--- config.mk ---
export PLATFORM = sky130hd
export DESIGN_NAME = axil_uart_regs
export DESIGN_NICKNAME = d
export VERILOG_FILES = /design/src/rtl/axil_uart_regs.sv
export SDC_FILE = /design/constraint.sdc
export NUM_CORES = 1
export LEC_CHECK = 0
export ABC_CLOCK_PERIOD_IN_PS = 3420
export BUFFER_PORTS_ARGS = -buffer_cell sky130_fd_sc_hd__buf_2
export CAP_MARGIN = 20
export CORE_ASPECT_RATIO = 0.8
export CORE_MARGIN = 3
export CORE_UTILIZATION = 59
export DETAILED_ROUTE_END_ITERATION = 16
export GPL_TIMING_DRIVEN = 0
export HOLD_SLACK_MARGIN = 0.12
export PLACE_DENSITY = 0.79
export SYNTH_ARGS = -nofsm -noshare
export SYNTH_HDL_FRONTEND = slang
export SYNTH_SLANG_ARGS = --single-unit
--- constraint.sdc ---
create_clock -name CLK -period 3.42 [get_ports CLK]
set_clock_uncertainty 0.1 [all_clocks]
set_input_delay 0.171 -clock CLK [delete_from_list [all_inputs] [get_ports CLK]]
set_output_delay 0.171 -clock CLK [all_outputs]
set_load 0.02 [all_outputs]
--- src/rtl/axil_uart_regs.sv ---
// -----------------------------------------------------------------------------
// axil_uart_regs -- AXI4-Lite UART register window with RX/TX byte FIFOs.
//
// Register map (address bits [3:2]):
//   0x0 RX   read pops the RX FIFO, returns {24'b0, byte} or 0 when empty
//   0x4 TX   write pushes WDATA[7:0] when WSTRB[0]; dropped when full
//   0x8 STAT {ovr.., see below}; a read clears bits 7:5
//   0xC CTRL bit0 TX FIFO reset, bit1 RX FIFO reset, bit4 interrupt enable
// STAT: [0] RX valid [1] RX full [2] TX empty [3] TX full [4] int enable
//       [5] overrun  [6] frame error  [7] parity error
//
// Ports:
//   CLK, RST                      clock, synchronous active-high reset
//   AR*/R*, AW*/W*/B*             AXI4-Lite responder channels
//   TX_DATA/TX_VALID/TX_READY     byte stream towards the serializer
//   RX_DATA/RX_VALID/RX_FERR/PERR byte strobe from the deserializer
//   INTR                          one-cycle interrupt pulse (UART_INTR_EN only)
//
// Build option: define UART_INTR_EN to add the INTR port, STAT bit4 and
// CTRL bit4. Without it those bits read 0 / are ignored.
// -----------------------------------------------------------------------------

// Byte FIFO with wrap-bit pointers; clear wins over push/pop.
module axil_uart_fifo #(
   parameter int DEPTH = 16
) (
   input  logic       CLK,
   input  logic       RST,
   input  logic       clr_i,
   input  logic       push_i,
   input  logic       pop_i,
   input  logic [7:0] data_i,
   output logic [7:0] data_o,
   output logic       empty_o,
   output logic       full_o,
   output logic       empty_nx_o,
   output logic       full_nx_o
);
   localparam int AW = $clog2(DEPTH);
   localparam int PW = AW + 1;

   logic [PW-1:0] wr_ptr_q, wr_ptr_d, rd_ptr_q, rd_ptr_d;
   logic [7:0]    mem_q [DEPTH];
   logic          push_ok, pop_ok;

   assign empty_o = (wr_ptr_q == rd_ptr_q);
   assign full_o  = (wr_ptr_q[AW] != rd_ptr_q[AW]) &&
                    (wr_ptr_q[AW-1:0] == rd_ptr_q[AW-1:0]);
   assign pop_ok  = pop_i && !empty_o;
   // A pop in the same cycle frees the slot, so a full FIFO still accepts.
   assign push_ok = push_i && (!full_o || pop_ok);

   // NOTE: every combinational output gets a default first so no latch is inferred.
   always_comb begin
      wr_ptr_d = wr_ptr_q;
      rd_ptr_d = rd_ptr_q;
      if (clr_i) begin
         wr_ptr_d = '0;
         rd_ptr_d = '0;
      end else begin
         if (push_ok) wr_ptr_d = wr_ptr_q + PW'(1);
         if (pop_ok)  rd_ptr_d = rd_ptr_q + PW'(1);
      end
   end

   assign empty_nx_o = (wr_ptr_d == rd_ptr_d);
   assign full_nx_o  = (wr_ptr_d[AW] != rd_ptr_d[AW]) &&
                       (wr_ptr_d[AW-1:0] == rd_ptr_d[AW-1:0]);

   // NOTE: sequential state uses non-blocking assignments only.
   always_ff @(posedge CLK) begin
      if (RST) begin
         wr_ptr_q <= '0;
         rd_ptr_q <= '0;
      end else begin
         wr_ptr_q <= wr_ptr_d;
         rd_ptr_q <= rd_ptr_d;
      end
   end

   // NOTE: storage is not reset; the pointers alone define which entries are valid.
   always_ff @(posedge CLK) begin
      if (push_ok && !clr_i) mem_q[wr_ptr_q[AW-1:0]] <= data_i;
   end

   assign data_o = mem_q[rd_ptr_q[AW-1:0]];
endmodule

module axil_uart_regs #(
   parameter int FIFO_DEPTH = 16
) (
   input  logic        CLK,
   input  logic        RST,
   input  logic [3:0]  ARADDR,
   input  logic        ARVALID,
   output logic        ARREADY,
   output logic [31:0] RDATA,
   output logic [1:0]  RRESP,
   output logic        RVALID,
   input  logic        RREADY,
   input  logic [3:0]  AWADDR,
   input  logic        AWVALID,
   output logic        AWREADY,
   input  logic [31:0] WDATA,
   input  logic [3:0]  WSTRB,
   input  logic        WVALID,
   output logic        WREADY,
   output logic [1:0]  BRESP,
   output logic        BVALID,
   input  logic        BREADY,
`ifdef UART_INTR_EN
   output logic        INTR,
`endif
   output logic [7:0]  TX_DATA,
   output logic        TX_VALID,
   input  logic        TX_READY,
   input  logic [7:0]  RX_DATA,
   input  logic        RX_VALID,
   input  logic        RX_FERR,
   input  logic        RX_PERR
);
   typedef enum logic [1:0] {W_IDLE, W_ACK, W_RESP} wr_state_e;
   typedef enum logic [1:0] {R_IDLE, R_ACK, R_DATA} rd_state_e;

   wr_state_e   wr_state_q, wr_state_d;
   rd_state_e   rd_state_q, rd_state_d;
   logic [31:0] rdata_q, rdata_d, stat_val;
   logic        ovr_q, ovr_d, ferr_q, ferr_d, perr_q, perr_d;
   logic        ovr_set, ferr_set, perr_set;
   logic        wr_fire, rd_fire, ctrl_wr, stat_clr, ien_bit;
   logic        tx_push, tx_pop, tx_clr, rx_pop, rx_clr;
   logic        tx_empty, tx_full_unused, tx_empty_nx, tx_full_nx;
   logic        rx_empty, rx_full, rx_empty_nx, rx_full_nx;
   logic [7:0]  tx_head, rx_head;
   logic        unused_ok;

   assign unused_ok = ^{WDATA, WSTRB[3:1], ARADDR[1:0], AWADDR[1:0]};

   // Write channel: AW and W are only ever accepted together.
   always_comb begin
      wr_state_d = wr_state_q;
      AWREADY    = 1'b0;
      WREADY     = 1'b0;
      BVALID     = 1'b0;
      case (wr_state_q)
         W_IDLE: if (AWVALID && WVALID) wr_state_d = W_ACK;
         W_ACK: begin
            AWREADY    = 1'b1;
            WREADY     = 1'b1;
            wr_state_d = W_RESP;
         end
         W_RESP: begin
            BVALID = 1'b1;
            if (BREADY) wr_state_d = W_IDLE;
         end
         default: wr_state_d = W_IDLE;
      endcase
   end

   always_comb begin
      rd_state_d = rd_state_q;
      ARREADY    = 1'b0;
      RVALID     = 1'b0;
      case (rd_state_q)
         R_IDLE: if (ARVALID) rd_state_d = R_ACK;
         R_ACK: begin
            ARREADY    = 1'b1;
            rd_state_d = R_DATA;
         end
         R_DATA: begin
            RVALID = 1'b1;
            if (RREADY) rd_state_d = R_IDLE;
         end
         default: rd_state_d = R_IDLE;
      endcase
   end

   // Side effects happen on the handshake edge; the master still holds
   // address and data stable there, so no capture registers are needed.
   assign wr_fire  = (wr_state_q == W_ACK);
   assign rd_fire  = (rd_state_q == R_ACK);
   assign ctrl_wr  = wr_fire && (AWADDR[3:2] == 2'd3);
   assign tx_push  = wr_fire && (AWADDR[3:2] == 2'd1) && WSTRB[0];
   assign tx_clr   = ctrl_wr && WDATA[0];
   assign rx_clr   = ctrl_wr && WDATA[1];
   assign rx_pop   = rd_fire && (ARADDR[3:2] == 2'd0);
   assign stat_clr = rd_fire && (ARADDR[3:2] == 2'd2);
   assign tx_pop   = TX_VALID && TX_READY;

   axil_uart_fifo #(.DEPTH(FIFO_DEPTH)) u_tx_fifo (
      .CLK(CLK), .RST(RST), .clr_i(tx_clr), .push_i(tx_push), .pop_i(tx_pop),
      .data_i(WDATA[7:0]), .data_o(tx_head), .empty_o(tx_empty),
      .full_o(tx_full_unused), .empty_nx_o(tx_empty_nx), .full_nx_o(tx_full_nx));

   axil_uart_fifo #(.DEPTH(FIFO_DEPTH)) u_rx_fifo (
      .CLK(CLK), .RST(RST), .clr_i(rx_clr), .push_i(RX_VALID), .pop_i(rx_pop),
      .data_i(RX_DATA), .data_o(rx_head), .empty_o(rx_empty),
      .full_o(rx_full), .empty_nx_o(rx_empty_nx), .full_nx_o(rx_full_nx));

   assign TX_VALID = !tx_empty;
   assign TX_DATA  = tx_empty ? 8'h00 : tx_head;

   // Sticky flags including this cycle's events; a STAT read returns them
   // and then clears them.
   assign ovr_set  = ovr_q  || (RX_VALID && rx_full && !rx_pop && !rx_clr);
   assign ferr_set = ferr_q || (RX_VALID && RX_FERR);
   assign perr_set = perr_q || (RX_VALID && RX_PERR);
   assign ovr_d    = ovr_set  && !stat_clr;
   assign ferr_d   = ferr_set && !stat_clr;
   assign perr_d   = perr_set && !stat_clr;

   // FIFO bits use next-state pointers so a same-edge push is visible.
   assign stat_val = {24'b0, perr_set, ferr_set, ovr_set, ien_bit,
                      tx_full_nx, tx_empty_nx, rx_full_nx, !rx_empty_nx};

   always_comb begin
      rdata_d = rdata_q;
      if (rd_fire) begin
         case (ARADDR[3:2])
            2'd0:    rdata_d = rx_empty ? 32'h0 : {24'b0, rx_head};
            2'd2:    rdata_d = stat_val;
            default: rdata_d = 32'h0;
         endcase
      end else if ((rd_state_q == R_DATA) && RREADY) begin
         rdata_d = 32'h0;
      end
   end

   always_ff @(posedge CLK) begin
      if (RST) begin
         wr_state_q <= W_IDLE;
         rd_state_q <= R_IDLE;
         rdata_q    <= '0;
         ovr_q      <= 1'b0;
         ferr_q     <= 1'b0;
         perr_q     <= 1'b0;
      end else begin
         wr_state_q <= wr_state_d;
         rd_state_q <= rd_state_d;
         rdata_q    <= rdata_d;
         ovr_q      <= ovr_d;
         ferr_q     <= ferr_d;
         perr_q     <= perr_d;
      end
   end

   assign RDATA = rdata_q;
   assign RRESP = 2'b00;
   assign BRESP = 2'b00;

`ifdef UART_INTR_EN
   logic ien_q, intr_q, rx_was_empty_q, tx_was_empty_q;

   // Edge detectors compare the current FIFO state with last cycle's, so the
   // pulse appears one cycle after the edge that caused the transition.
   always_ff @(posedge CLK) begin
      if (RST) begin
         ien_q          <= 1'b0;
         intr_q         <= 1'b0;
         rx_was_empty_q <= 1'b1;
         tx_was_empty_q <= 1'b1;
      end else begin
         if (ctrl_wr) ien_q <= WDATA[4];
         intr_q         <= ien_q && ((rx_was_empty_q && !rx_empty) ||
                                     (!tx_was_empty_q && tx_empty));
         rx_was_empty_q <= rx_empty;
         tx_was_empty_q <= tx_empty;
      end
   end

   assign INTR    = intr_q;
   assign ien_bit = ien_q;
`else
   assign ien_bit = 1'b0;
`endif
endmodule

### After elaboration in Yosys (flattened, before gate mapping)

Memory sizes are Yosys's and may differ from the RTL's. A register that Yosys moved wholly into a read port is not among the register bits.
Index checks and enable logic that the tools add are counted.

| word-level totals | value |
|---|---|
| register bits | 59 |
| RAM bits | 256 |
| input port bits | 63 |
| output and inout port bits | 50 |
| word-level logic and storage cells | 116 |
| memories kept | 2 |

| cells by class | value |
|---|---|
| $add $sub $neg | 4 |
| eq/ne operators | 23 |
| mux-type cells | 29 |
| reduce and logical (&&, ||, !) cells | 48 |

Memory list:

| memory | words | width | rd ports | clocked after Yosys merged registers in | write ports | RTL line | RTL |
|---|---|---|---|---|---|---|---|
| u_rx_fifo.mem_q | 16 | 8 | 1 | 1 | 1 | 43 | `logic [7:0] mem_q [DEPTH];` |
| u_tx_fifo.mem_q | 16 | 8 | 1 | 1 | 1 | 43 |  |

Operators with widths:

| cell | number |
|---|---|
| 32-bit two-way mux | 2 |
| 5-bit two-way mux | 8 |
| 1-bit logical AND | 28 |
| 5-bit by 1-bit adder with 5-bit output, second input constant | 4 |
| 5-bit == test | 4 |
| 4-bit == test | 4 |
| 8-bit two-way mux | 2 |
| 8-bit case mux with 2 select lines | 1 |
| 2-bit case mux with 3 select lines | 2 |
| 1-bit logical NOT | 9 |
| 2-bit == test, second input constant | 4 |
| 1-bit two-way mux | 8 |
| 2-bit two-way mux | 4 |
| 4-bit two-way mux | 2 |
| 2-bit inequality test, second input constant | 4 |
| 2-bit by 1-bit == test with 1-bit output, second input constant | 3 |
| 2-bit logical NOT | 3 |
| 1-bit logical OR | 5 |
| 1-bit inequality test | 4 |
| 2-bit AND reduction | 2 |
| 2-bit nonzero test | 1 |

### Logic depth before layout (Yosys ltp)

Gate-level depths: netlist (run 1).

| depth | value |
|---|---|
| word-level depth | 12 |
| depth in mapped cells | 9 |
| gate-level depth less buffers | 8 |

### Modules after synthesis

Synthesis (run 1) repeated with hierarchy kept, for this count alone.

| unflattened totals | value |
|---|---|
| cell total of the unflattened synthesis | 723 |
| area, all modules | 12553.3 um^2 |

Modules (own cells, without submodules):

| module | times used | cells an instance | area an instance (um^2) | sequential area each (um^2) |
|---|---|---|---|---|
| axil_uart_fifo (u_tx_fifo) | 1 | 296 | 5808.1 | 4043.9 |
| axil_uart_fifo (u_rx_fifo) | 1 | 312 | 5751.8 | 4043.9 |
| axil_uart_regs | 1 | 115 | 993.5 | 300.3 |

### Worst setup path before layout (run 1)

OpenSTA, ideal clock, no wires.

| path | value |
|---|---|
| kind | register -> register |
| start | register rd_state_q[1] |
| end | memory u_rx_fifo.mem_q[0][0], enable pin |
| setup time | 383 ps |
| arrival | 2143 ps |
| data required time | 2937 ps |
| path slack | 794 ps |
| cell stages (with the launch flop) | 7 |
| buffers on the path | 0 |
| period minus slack after synthesis | 2626 ps |
| cells stage by stage | dfxtp_1 -> or4b_4 -> nand2_1 -> o21ai_1 -> nor2b_1 -> nand2_1 -> nor3_1 |

| between the ends | value |
|---|---|
| cells in the longest elaborated chain, start to end | 8 |

RTL lines:

| what | RTL line | RTL |
|---|---|---|
| from (decl) | 126 | `rd_state_e rd_state_q, rd_state_d;` |
| from (signal assigned) | 239 | `rd_state_q <= rd_state_d;` |
| 2-bit by 1-bit == test with 1-bit output | 181 | `assign rd_fire = (rd_state_q == R_ACK);` |
| 1-bit logical AND | 186 | `assign rx_pop = rd_fire && (ARADDR[3:2] == 2'd0);` |
| 1-bit logical AND | 49 | `assign pop_ok = pop_i && !empty_o;` |
| 1-bit logical OR | 51 | `assign push_ok = push_i && (!full_o \|\| pop_ok);` |
| 1-bit logical AND | 51 |  |
| 1-bit logical AND | 83 | `if (push_ok && !clr_i) mem_q[wr_ptr_q[AW-1:0]] <= data_i;` |
| 1-bit two-way mux | 83 |  |
| 1-bit two-way mux (not written as such) | 83 |  |
| to (decl) | 43 |  |

No other way between the ends.

### Final worst setup path (run 1)

| path | value |
|---|---|
| start | register u_tx_fifo.rd_ptr_q[1] |
| end | output port TX_DATA[3] |

| between the ends | value |
|---|---|
| cells in the longest elaborated chain, start to end | 2 |

RTL lines:

| what | RTL line | RTL |
|---|---|---|
| from (decl) | 42 | `logic [PW-1:0] wr_ptr_q, wr_ptr_d, rd_ptr_q, rd_ptr_d;` |
| from (signal assigned) | 77 | `rd_ptr_q <= rd_ptr_d;` |
| 5-bit == test | 46 | `assign empty_o = (wr_ptr_q == rd_ptr_q);` |
| 8-bit two-way mux | 201 | `assign TX_DATA = tx_empty ? 8'h00 : tx_head;` |
| to (decl) | 114 | `output logic [7:0] TX_DATA,` |

No other way between the ends.

==> flow_summary.json, run 1 <==
{
  "critical_path_required_ps": 3150,
  "path_cells": "buf_2, clkbuf_1, mux4_2, mux4_2, and2_1, buf_2",
  "cp-startpoint": "u_tx_fifo.rd_ptr_q[1]",
  "rsz0062_at_grt": "false",
  "cap_viol_max_count": 0,
  "path_type_of_the_worst_setup_path": "reg2out",
  "clock_transition_at_the_register_clock_pins_on_the_worst_setup_and_hold_paths_after_cts_ps": 70,
  "flow.area_growth_from_synthesis_pct": 16.46,
  "port_buffers": 53,
  "tritoncts": "built",
  "whs_ps": 210.2,
  "design_power_total_mw": 7.291,
  "tightestPinTransition_ps": 1068,
  "synth.yosys.seq_area_share_pct": 68.54,
  "detail_route.wirelength_mm": 27.16,
  "dp_cells": 1034,
  "viasPerCell": 6.198,
  "cts_root_buffer": "sky130_fd_sc_hd__clkbuf_16",
  "multi_input_gate_area_in_the_final_layout_um2": 3562,
  "hold_path_startpoint": "WSTRB[0]",
  "setup_viol": 0,
  "core-area_um2": 20090,
  "worstPathMaxFanout": 10,
  "design.portCount": 113,
  "first_iter_violations": 833,
  "gr-usage-all-layers_pct": 24.70,
  "timing.fmax_mhz": 307.6,
  "finalHoldViolations": 0,
  "cts_max_path_buffers": 3,
  "antenna_found_initial": 1,
  "start_util_pct": 60.93,
  "die_h_um": 134.8,
  "post_cts_buffers": 0,
  "layout-drive-gt1-share_pct": 27.94,
  "timing.hold.worst.class": "in2reg",
  "vias": 6966,
  "pin_count_of_the_biggest_net_entering_global_routing": 19,
  "gp_congestion": 0.8761,
  "synth_top_flop_cell": "sky130_fd_sc_hd__edfxtp_1",
  "synthArstFlopShare_pct": 0,
  "syn_inst": 686,
  "max-slew-margin-rel_pct": 28.56,
  "avgSynthCellArea_um2": 17.84,
  "number_of_global_route_vias_before_repair": 7177,
  "cts.htree.levels": 1,
  "status": "complete, no violations",
  "cts_made_buffers": 28,
  "max-vdd-ir-drop_mv": 0.4186,
  "synthDistinctLibCells": 61,
  "design.final.nets": 910,
  "crit_path_max_incr_delay_ps": 610,
  "post_synthesis_instance_area_um2": 12240,
  "synth.ff_latch_count": 291,
  "hpwl_mm": 16.90,
  "remaining_antenna_violation_count_after_routing": 0,
  "synth-warning-count": 0,
  "die_area_um2": 22520,
  "regArea_um2": 8388,
  "number_of_buffers_and_inverters_on_the_critical_path": 3,
  "grt_pass1_wl_mm": 41.73,
  "detail_route.first_pass.iterations": 5,
  "synth_edf_count": 256,
  "layout.core_utilization_pct": 70.95,
  "clk-insertion-delay-late_ps": 570,
  "placement_rows": 46,
  "layout_worst_path_cycle_share_pct": 95.07,
  "timing.final.max_slew_violations": 0,
  "finish.cell_count_without_fillers": 1124,
  "post_drt_wl_per_cell_um": 24.16,
  "cp_slowest_cell": "sky130_fd_sc_hd__clkbuf_1",
  "rr_startpoint": "u_rx_fifo.wr_ptr_q[1]",
  "nFillCells": 1197,
  "final_period_minus_worst_setup_slack_ps": 3251,
  "cts_hold_buf": 37,
  "globalRouteOverflowTotal": 0,
  "tritoncts_num_sinks": 291,
  "die_w_um": 167.0,
  "critical_path_arrival_ps": 2980,
  "power.leakage_nw": 4.772,
  "largest_delay_contributor_family_on_the_critical_path": "buffers and inverters",
  "power.density_nw_per_um2": 511.6,
  "critical_path.startpoint_type": "flip-flop",
  "end_kind": "output pin",
  "resized_gates_after_cts": 0,
  "drcViolationCount": 0
}
state kept, by name, indices dropped and copies added, names as in the netlist:
| signal | cells |
|---|---|
| ovr_q | 1 |
| u_rx_fifo.rd_ptr_q | 5 |
| u_rx_fifo.mem_q | 128 |
| u_rx_fifo.wr_ptr_q | 5 |
| u_tx_fifo.rd_ptr_q | 5 |
| RDATA | 8 |
| u_tx_fifo.wr_ptr_q | 5 |
| perr_q | 1 |
| rd_state_q | 2 |
| u_tx_fifo.mem_q | 128 |
| wr_state_q | 2 |
| ferr_q | 1 |
metal layers:
layer	GRT usage, %	routed length [um]	share of wire (%)	vias to the layer above
met4	8.566	906	3.3	0
li1	-	-	-	2957
met1	34.92	10790	40	3512
met5	0	0	0	-
met2	39.44	13000	48	422
met3	4.975	2461	9.1	75
cell type report:
| type | count | area share, % |
|---|---|---|
| clock buffer | 35 | 5.101 |
| multi-input combinational | 355 | 24.99 |
| antenna | 1 | 0.01756 |
| buffer | 57 | 2.607 |
| inverter | 10 | 0.2634 |
| timing repair buffer | 94 | 4.600 |
| clock inverter | 17 | 1.247 |
| tap | 264 | 2.318 |
| sequential | 291 | 58.85 |
worst min-delay path, cell delays in order:
cell and delay [ps]:
sky130_fd_sc_hd__buf_2 100, sky130_fd_sc_hd__nor2b_1 150, sky130_fd_sc_hd__nand2_1 140, sky130_fd_sc_hd__a211oi_2 80, sky130_fd_sc_hd__xnor2_1 130, sky130_fd_sc_hd__nor2_1 40
final timing paths:
kind / endpoint / slack, ps / cells after the start
setup reg to reg: u_rx_fifo.mem_q[4][3] / 230 / 6
hold / removal: u_tx_fifo.wr_ptr_q[3] / 210 / 6
hold reg to reg: wr_state_q[0] / 370 / 1
setup / recovery: TX_DATA[3] / 170 / 6
report_power, final:
group | internal (mW) | switching (mW) | total [mW]
Clock | 1.74 | 1.31 | 3.04
Combinational | 0.142 | 0.203 | 0.344
Sequential | 3.89 | 0.0155 | 3.90
Total | 5.77 | 1.52 | 7.29
synth_stat cells, types with 11 or more instances:
library cell | number | area share, %
sky130_fd_sc_hd__edfxtp_1 | 256 | 63
sky130_fd_sc_hd__mux4_2 | 80 | 15
sky130_fd_sc_hd__nor2_1 | 58 | 1.8
sky130_fd_sc_hd__dfxtp_1 | 35 | 5.7
sky130_fd_sc_hd__buf_4 | 31 | 1.9
sky130_fd_sc_hd__xnor2_1 | 24 | 1.7
sky130_fd_sc_hd__nand2_1 | 21 | 0.64
sky130_fd_sc_hd__a21oi_1 | 13 | 0.53
sky130_fd_sc_hd__and2_1 | 11 | 0.56
layout by cell type (no fill, tap or decap), types with 3 or more instances in the layout:
| cell type | synthesis | layout |
|---|---|---|
| sky130_fd_sc_hd__a211oi_2 | 3 | 3 |
| sky130_fd_sc_hd__a21oi_1 | 13 | 13 |
| sky130_fd_sc_hd__a22oi_1 | 3 | 3 |
| sky130_fd_sc_hd__a31oi_1 | 3 | 3 |
| sky130_fd_sc_hd__and2_1 | 11 | 11 |
| sky130_fd_sc_hd__buf_1 | 3 | 3 |
| sky130_fd_sc_hd__buf_2 | 9 | 66 |
| sky130_fd_sc_hd__buf_4 | 31 | 31 |
| sky130_fd_sc_hd__buf_6 | 4 | 4 |
| sky130_fd_sc_hd__bufinv_16 | 0 | 3 |
| sky130_fd_sc_hd__clkbuf_1 | 10 | 17 |
| sky130_fd_sc_hd__clkbuf_16 | 0 | 28 |
| sky130_fd_sc_hd__clkinv_1 | 0 | 8 |
| sky130_fd_sc_hd__clkinv_2 | 0 | 4 |
| sky130_fd_sc_hd__conb_1 | 1 | 28 |
| sky130_fd_sc_hd__dfxtp_1 | 35 | 35 |
| sky130_fd_sc_hd__dlygate4sd3_1 | 0 | 37 |
| sky130_fd_sc_hd__edfxtp_1 | 256 | 256 |
| sky130_fd_sc_hd__ha_1 | 10 | 10 |
| sky130_fd_sc_hd__inv_1 | 10 | 10 |
| sky130_fd_sc_hd__mux2i_1 | 5 | 5 |
| sky130_fd_sc_hd__mux4_2 | 80 | 80 |
| sky130_fd_sc_hd__nand2_1 | 21 | 21 |
| sky130_fd_sc_hd__nand2b_1 | 8 | 8 |
| sky130_fd_sc_hd__nand3_1 | 9 | 9 |
| sky130_fd_sc_hd__nand4_1 | 6 | 6 |
| sky130_fd_sc_hd__nor2_1 | 58 | 58 |
| sky130_fd_sc_hd__nor2b_1 | 9 | 9 |
| sky130_fd_sc_hd__nor3_1 | 10 | 6 |
| sky130_fd_sc_hd__nor3_2 | 0 | 4 |
| sky130_fd_sc_hd__o211ai_1 | 4 | 4 |
| sky130_fd_sc_hd__o21ai_1 | 3 | 3 |
| sky130_fd_sc_hd__xnor2_1 | 24 | 24 |
| sky130_fd_sc_hd__xnor2_2 | 3 | 3 |
| sky130_fd_sc_hd__xor2_1 | 6 | 6 |
kinds of logic after synthesis:
| kind of cell | share of synthesized area (%) |
|---|---|
| compound gates | 3.384 |
| fa+ha+maj | 1.022 |
| simple gates | 6.001 |
| other cells | 0.03064 |
| flops | 68.54 |
| xor+xnor | 2.546 |
| buf+inv | 3.343 |
| mux | 15.13 |
per-stage QoR:
stage / setup TNS (ps) / worst slack (ps) / cell area, um^2
2_1_floorplan: 0 / 793.9 / 12340
3_3_place_gp: -3004 / -98.41 / 12930
3_5_place_dp: 0 / 294.7 / 12970
4_1_cts: 0 / 171.4 / 14250
5_1_grt: 0 / 42.66 / 14250
6_report: 0 / 168.8 / 14250
Power figures use the tool's default switching activity.
==> inputs of run 2 (changes only) <==
--- a/config.mk
+++ b/config.mk
@@ -5,6 +5,7 @@
 export SDC_FILE = /design/constraint.sdc
 export NUM_CORES = 1
 export LEC_CHECK = 0
+export ABC_AREA = 1
 export ABC_CLOCK_PERIOD_IN_PS = 3420
 export BUFFER_PORTS_ARGS = -buffer_cell sky130_fd_sc_hd__buf_2
 export CAP_MARGIN = 20
==> run 2 against run 1 <==
  * Cell count up 39%
  * Register-to-register slack better by 430 ps
  * Combinational power rose to 7.2 times the previous value
  * Clock-buffer cell count down 5
  * Clock power about the same
  * Global-route usage up 3.1 points
  * Sequential power up 2%
  * First-iteration DRC count up 54%
  * Die area up 2.6%
  * Via count up 36%
  * Critical path depth up 1
  * Setup slack better by 96 ps
==> flow_summary.json, run 2 <==
{
  "r2r-end": "u_rx_fifo.mem_q[0][1]",
  "r2r_setup_slack_ps": 660,
  "rr_startpoint": "rd_state_q[1]",
  "synth_edf_count": 256,
  "layout_worst_path_cycle_share_pct": 92.25,
  "placement_rows": 47,
  "timing.hold.worst.class": "in2reg",
  "setup_total_negative_slack_ps": 0,
  "power.density_nw_per_um2": 657.4,
  "synth_largest_type_area_fraction_pct": 61.18,
  "flow.area_growth_from_synthesis_pct": 15.49,
  "remaining_antenna_violation_count_after_routing": 0,
  "first_iter_violations": 1283,
  "max-slew-margin-rel_pct": 37.00,
  "worst_setup_path_endpoint": "TX_DATA[6]",
  "syn_inst": 1133,
  "detail_route.first_pass.iterations": 6,
  "globalRouteOverflowTotal": 0,
  "tritoncts_num_sinks": 291,
  "drcViolationCount": 0,
  "synth.ff_latch_count": 291,
  "design.final.nets": 1349,
  "synth_simple_gate_area_share_pct": 15.88,
  "critical_path.startpoint_type": "flip-flop",
  "internal_power_component_mw": 6.455,
  "pin_count_of_the_biggest_net_entering_global_routing": 18,
  "ff2ff_path_depth": 9,
  "yosysTopAreaCell": "sky130_fd_sc_hd__edfxtp_1",
  "detail_route.wirelength_mm": 32.29,
  "nFillCells": 1448,
  "yosys-top-cells-area": "sky130_fd_sc_hd__edfxtp_1 61%, sky130_fd_sc_hd__nor2_1 5.9%, sky130_fd_sc_hd__dfxtp_1 5.6%, sky130_fd_sc_hd__o21ai_0 5.3%, sky130_fd_sc_hd__nand2_1 5.0%",
  "start_util_pct": 60.36,
  "tritoncts": "built",
  "design.portCount": 113,
  "synth_compound_area_share_pct": 10.59,
  "core-area_um2": 20820,
  "gp_congestion": 0.9013,
  "fraction_of_power_consumed_by_the_clock_network_pct": 32.2,
  "vias": 9456,
  "viasPerCell": 6.046,
  "path_type_of_the_worst_setup_path": "reg2out",
  "die_area_um2": 23100,
  "antenna_found_initial": 1,
  "port_buffers": 52,
  "synth.yosys.seq_area_share_pct": 66.75,
  "path_cells": "clkbuf_1, clkbuf_1, nor2_1, o221ai_1, nand3_1, a31oi_1, buf_2",
  "synthAdderAreaFrac_pct": 0.9957,
  "layout-drive-gt1-share_pct": 13.05,
  "critical_path_arrival_ps": 2880,
  "synth.mux.area_fraction_pct": 0,
  "final_period_minus_worst_setup_slack_ps": 3155,
  "power.share.combinational_pct": 26.1,
  "cts_root_buffer": "sky130_fd_sc_hd__clkbuf_16",
  "cp_slowest_cell": "sky130_fd_sc_hd__clkbuf_1",
  "net_switching_power_mw": 3.086,
  "place_worst_setup_slack_ps": 738.8,
  "timing.fmax_mhz": 317.0,
  "critical_path_required_ps": 3150,
  "number_of_global_route_vias_before_repair": 8914,
  "die_h_um": 136.5,
  "power.leakage_nw": 5.310,
  "switching_share_pct": 32.35,
  "setup_viol": 0,
  "end_kind": "output pin",
  "synth.cells.most_frequent": "256 x sky130_fd_sc_hd__edfxtp_1, 199 x sky130_fd_sc_hd__nor2_1, 168 x sky130_fd_sc_hd__nand2_1",
  "most-common-layout-cells": "256 x sky130_fd_sc_hd__edfxtp_1, 199 x sky130_fd_sc_hd__nor2_1, 168 x sky130_fd_sc_hd__nand2_1",
  "hpwl_mm": 20.60,
  "rsz0062_at_grt": "false",
  "grt_pass1_wl_mm": 49.51,
  "timing.final.max_slew_violations": 0,
  "cts.htree.levels": 1,
  "cts_max_path_buffers": 3,
  "gr-usage-all-layers_pct": 27.83,
  "die_w_um": 169.2,
  "status": "complete, no violations",
  "synth_top_flop_cell": "sky130_fd_sc_hd__edfxtp_1",
  "dominant_combinational_cell_family_by_area_after_synthesis": "simple AND/OR/NAND/NOR gates",
  "post_drt_wl_per_cell_um": 20.65,
  "tightestPinTransition_ps": 941.5,
  "path_common_cell": "sky130_fd_sc_hd__clkbuf_1",
  "clk-insertion-delay-late_ps": 530,
  "synthArstFlopShare_pct": 0,
  "synthDistinctLibCells": 33,
  "portion_of_total_power_attributed_to_sequential_cells_pct": 41.7,
  "avgSynthCellArea_um2": 11.09,
  "cp-startpoint": "u_tx_fifo.rd_ptr_q[0]",
  "post_synthesis_instance_area_um2": 12570,
  "most_common_cell_in_the_netlist": "sky130_fd_sc_hd__edfxtp_1",
  "max-vdd-ir-drop_mv": 0.3786,
  "cts_made_buffers": 27,
  "worstPathMaxFanout": 10,
  "layout.core_utilization_pct": 69.71,
  "crit_path_max_incr_delay_ps": 470,
  "layout_commonest_cell": "sky130_fd_sc_hd__edfxtp_1",
  "yosys.area_share.xor_xnor_pct": 0.8364,
  "antenna_cells": 0,
  "synth-warning-count": 0,
  "postLayoutSetupSlackWorst_ps": 265.0,
  "finalHoldViolations": 0,
  "cap_viol_max_count": 0,
  "clock_transition_at_the_register_clock_pins_on_the_worst_setup_and_hold_paths_after_cts_ps": 70
}
==> run 2: cell count changes in the layout (fill, tap and decap cells not counted), moves of 11 or more <==
cell                       previous run  this run
sky130_fd_sc_hd__nor2_1              58       199
sky130_fd_sc_hd__nand3_1              9        53
sky130_fd_sc_hd__xnor2_1             24         2
sky130_fd_sc_hd__mux4_2              80         0
sky130_fd_sc_hd__and2_1              11         0
sky130_fd_sc_hd__clkbuf_1            17        46
sky130_fd_sc_hd__nand2_1             21       168
sky130_fd_sc_hd__o22ai_1              1        40
sky130_fd_sc_hd__inv_1               10        34
sky130_fd_sc_hd__o221ai_1             0        24
sky130_fd_sc_hd__o21ai_0              2       133
==> run 2: per-stage QoR <==
stage                     area, um^2  std cells  power (mW)  hold WS, ps
after floorplan                12670       1160       5.602        169.9
after global placement         13260       1481       6.361        301.2
after detailed placement       13260       1481       6.413        314.0
after CTS                      14510       1564       9.465        125.5
after global routing           14510       1564       9.899        204.9
final                          14510       1564       9.541        162.0
==> run 2: logic make-up (layout without fill, tap and decap cells) <==
logic type,count (synthesis),after routing
xor+xnor,12,12
simple gates,463,463
other cells,1,28
flops,291,291
compound gates,228,228
buf+inv,128,263
fa+ha+maj,10,10
==> run 2: final cells by class <==
| cell class | count | area (um^2) | area share (%) |
|---|---|---|---|
| inverters | 45 | 168.9 | 1.164 |
| flip-flops and latches | 291 | 8388 | 57.80 |
| repair buffers | 87 | 610.6 | 4.207 |
| multi-input cells | 741 | 3662 | 25.23 |
| clock inverters | 18 | 209.0 | 1.440 |
| clock buffers | 30 | 686.9 | 4.733 |
| well taps | 269 | 336.6 | 2.319 |
| plain buffers | 83 | 450.4 | 3.104 |
==> run 2: worst min-delay path by stage <==
stage / slack [ps] / endpoint / cells past startpoint / from
finish: 160 / u_rx_fifo.wr_ptr_q[2] / 5 / RX_VALID
global placement: 300 / rd_state_q[0] / 1 / rd_state_q[1]
detailed placement: 310 / wr_state_q[0] / 1 / wr_state_q[1]
CTS: 130 / u_rx_fifo.wr_ptr_q[2] / 5 / RX_VALID
global route: 200 / RDATA[2] / 8 / ARADDR[2]
floorplan: 170 / u_rx_fifo.mem_q[0][0] / 0 / RX_DATA[0]
==> run 2: routing by layer <==
layer | track usage (%) | vias to the layer above | wire (um)
li1 | - | 4269 | -
met1 | 41.06 | 4489 | 13200
met2 | 41.03 | 622 | 14060
met3 | 8.432 | 74 | 4293
met4 | 6.903 | 2 | 726
met5 | 0 | - | 10
==> run 2: timing repair <==
item,in CTS,in global routing
setup buffers,0,0
hold buffers,35,0
setup endpoints to repair,0,2
endpoints found under the hold margin,283,0
resized for setup,0,4
==> run 2: power by group through the flow <==
stage	sequential (mW)	combinational [mW]	clock, mW
floorplan	4.04	1.57	0
global placement	4.05	2.31	0
detailed placement	4.05	2.36	0
CTS	3.98	2.42	3.07
global route	3.98	2.70	3.21
finish	3.98	2.49	3.07
==> run 2: critical path, delay by kind of cell (launching register included) <==
family | cells | cell delay, ps
and+or+nand+nor | 2 | 240
DFF | 1 | 460
buffers and inverters | 3 | 1120
AOI/OAI and AO/OA | 2 | 510
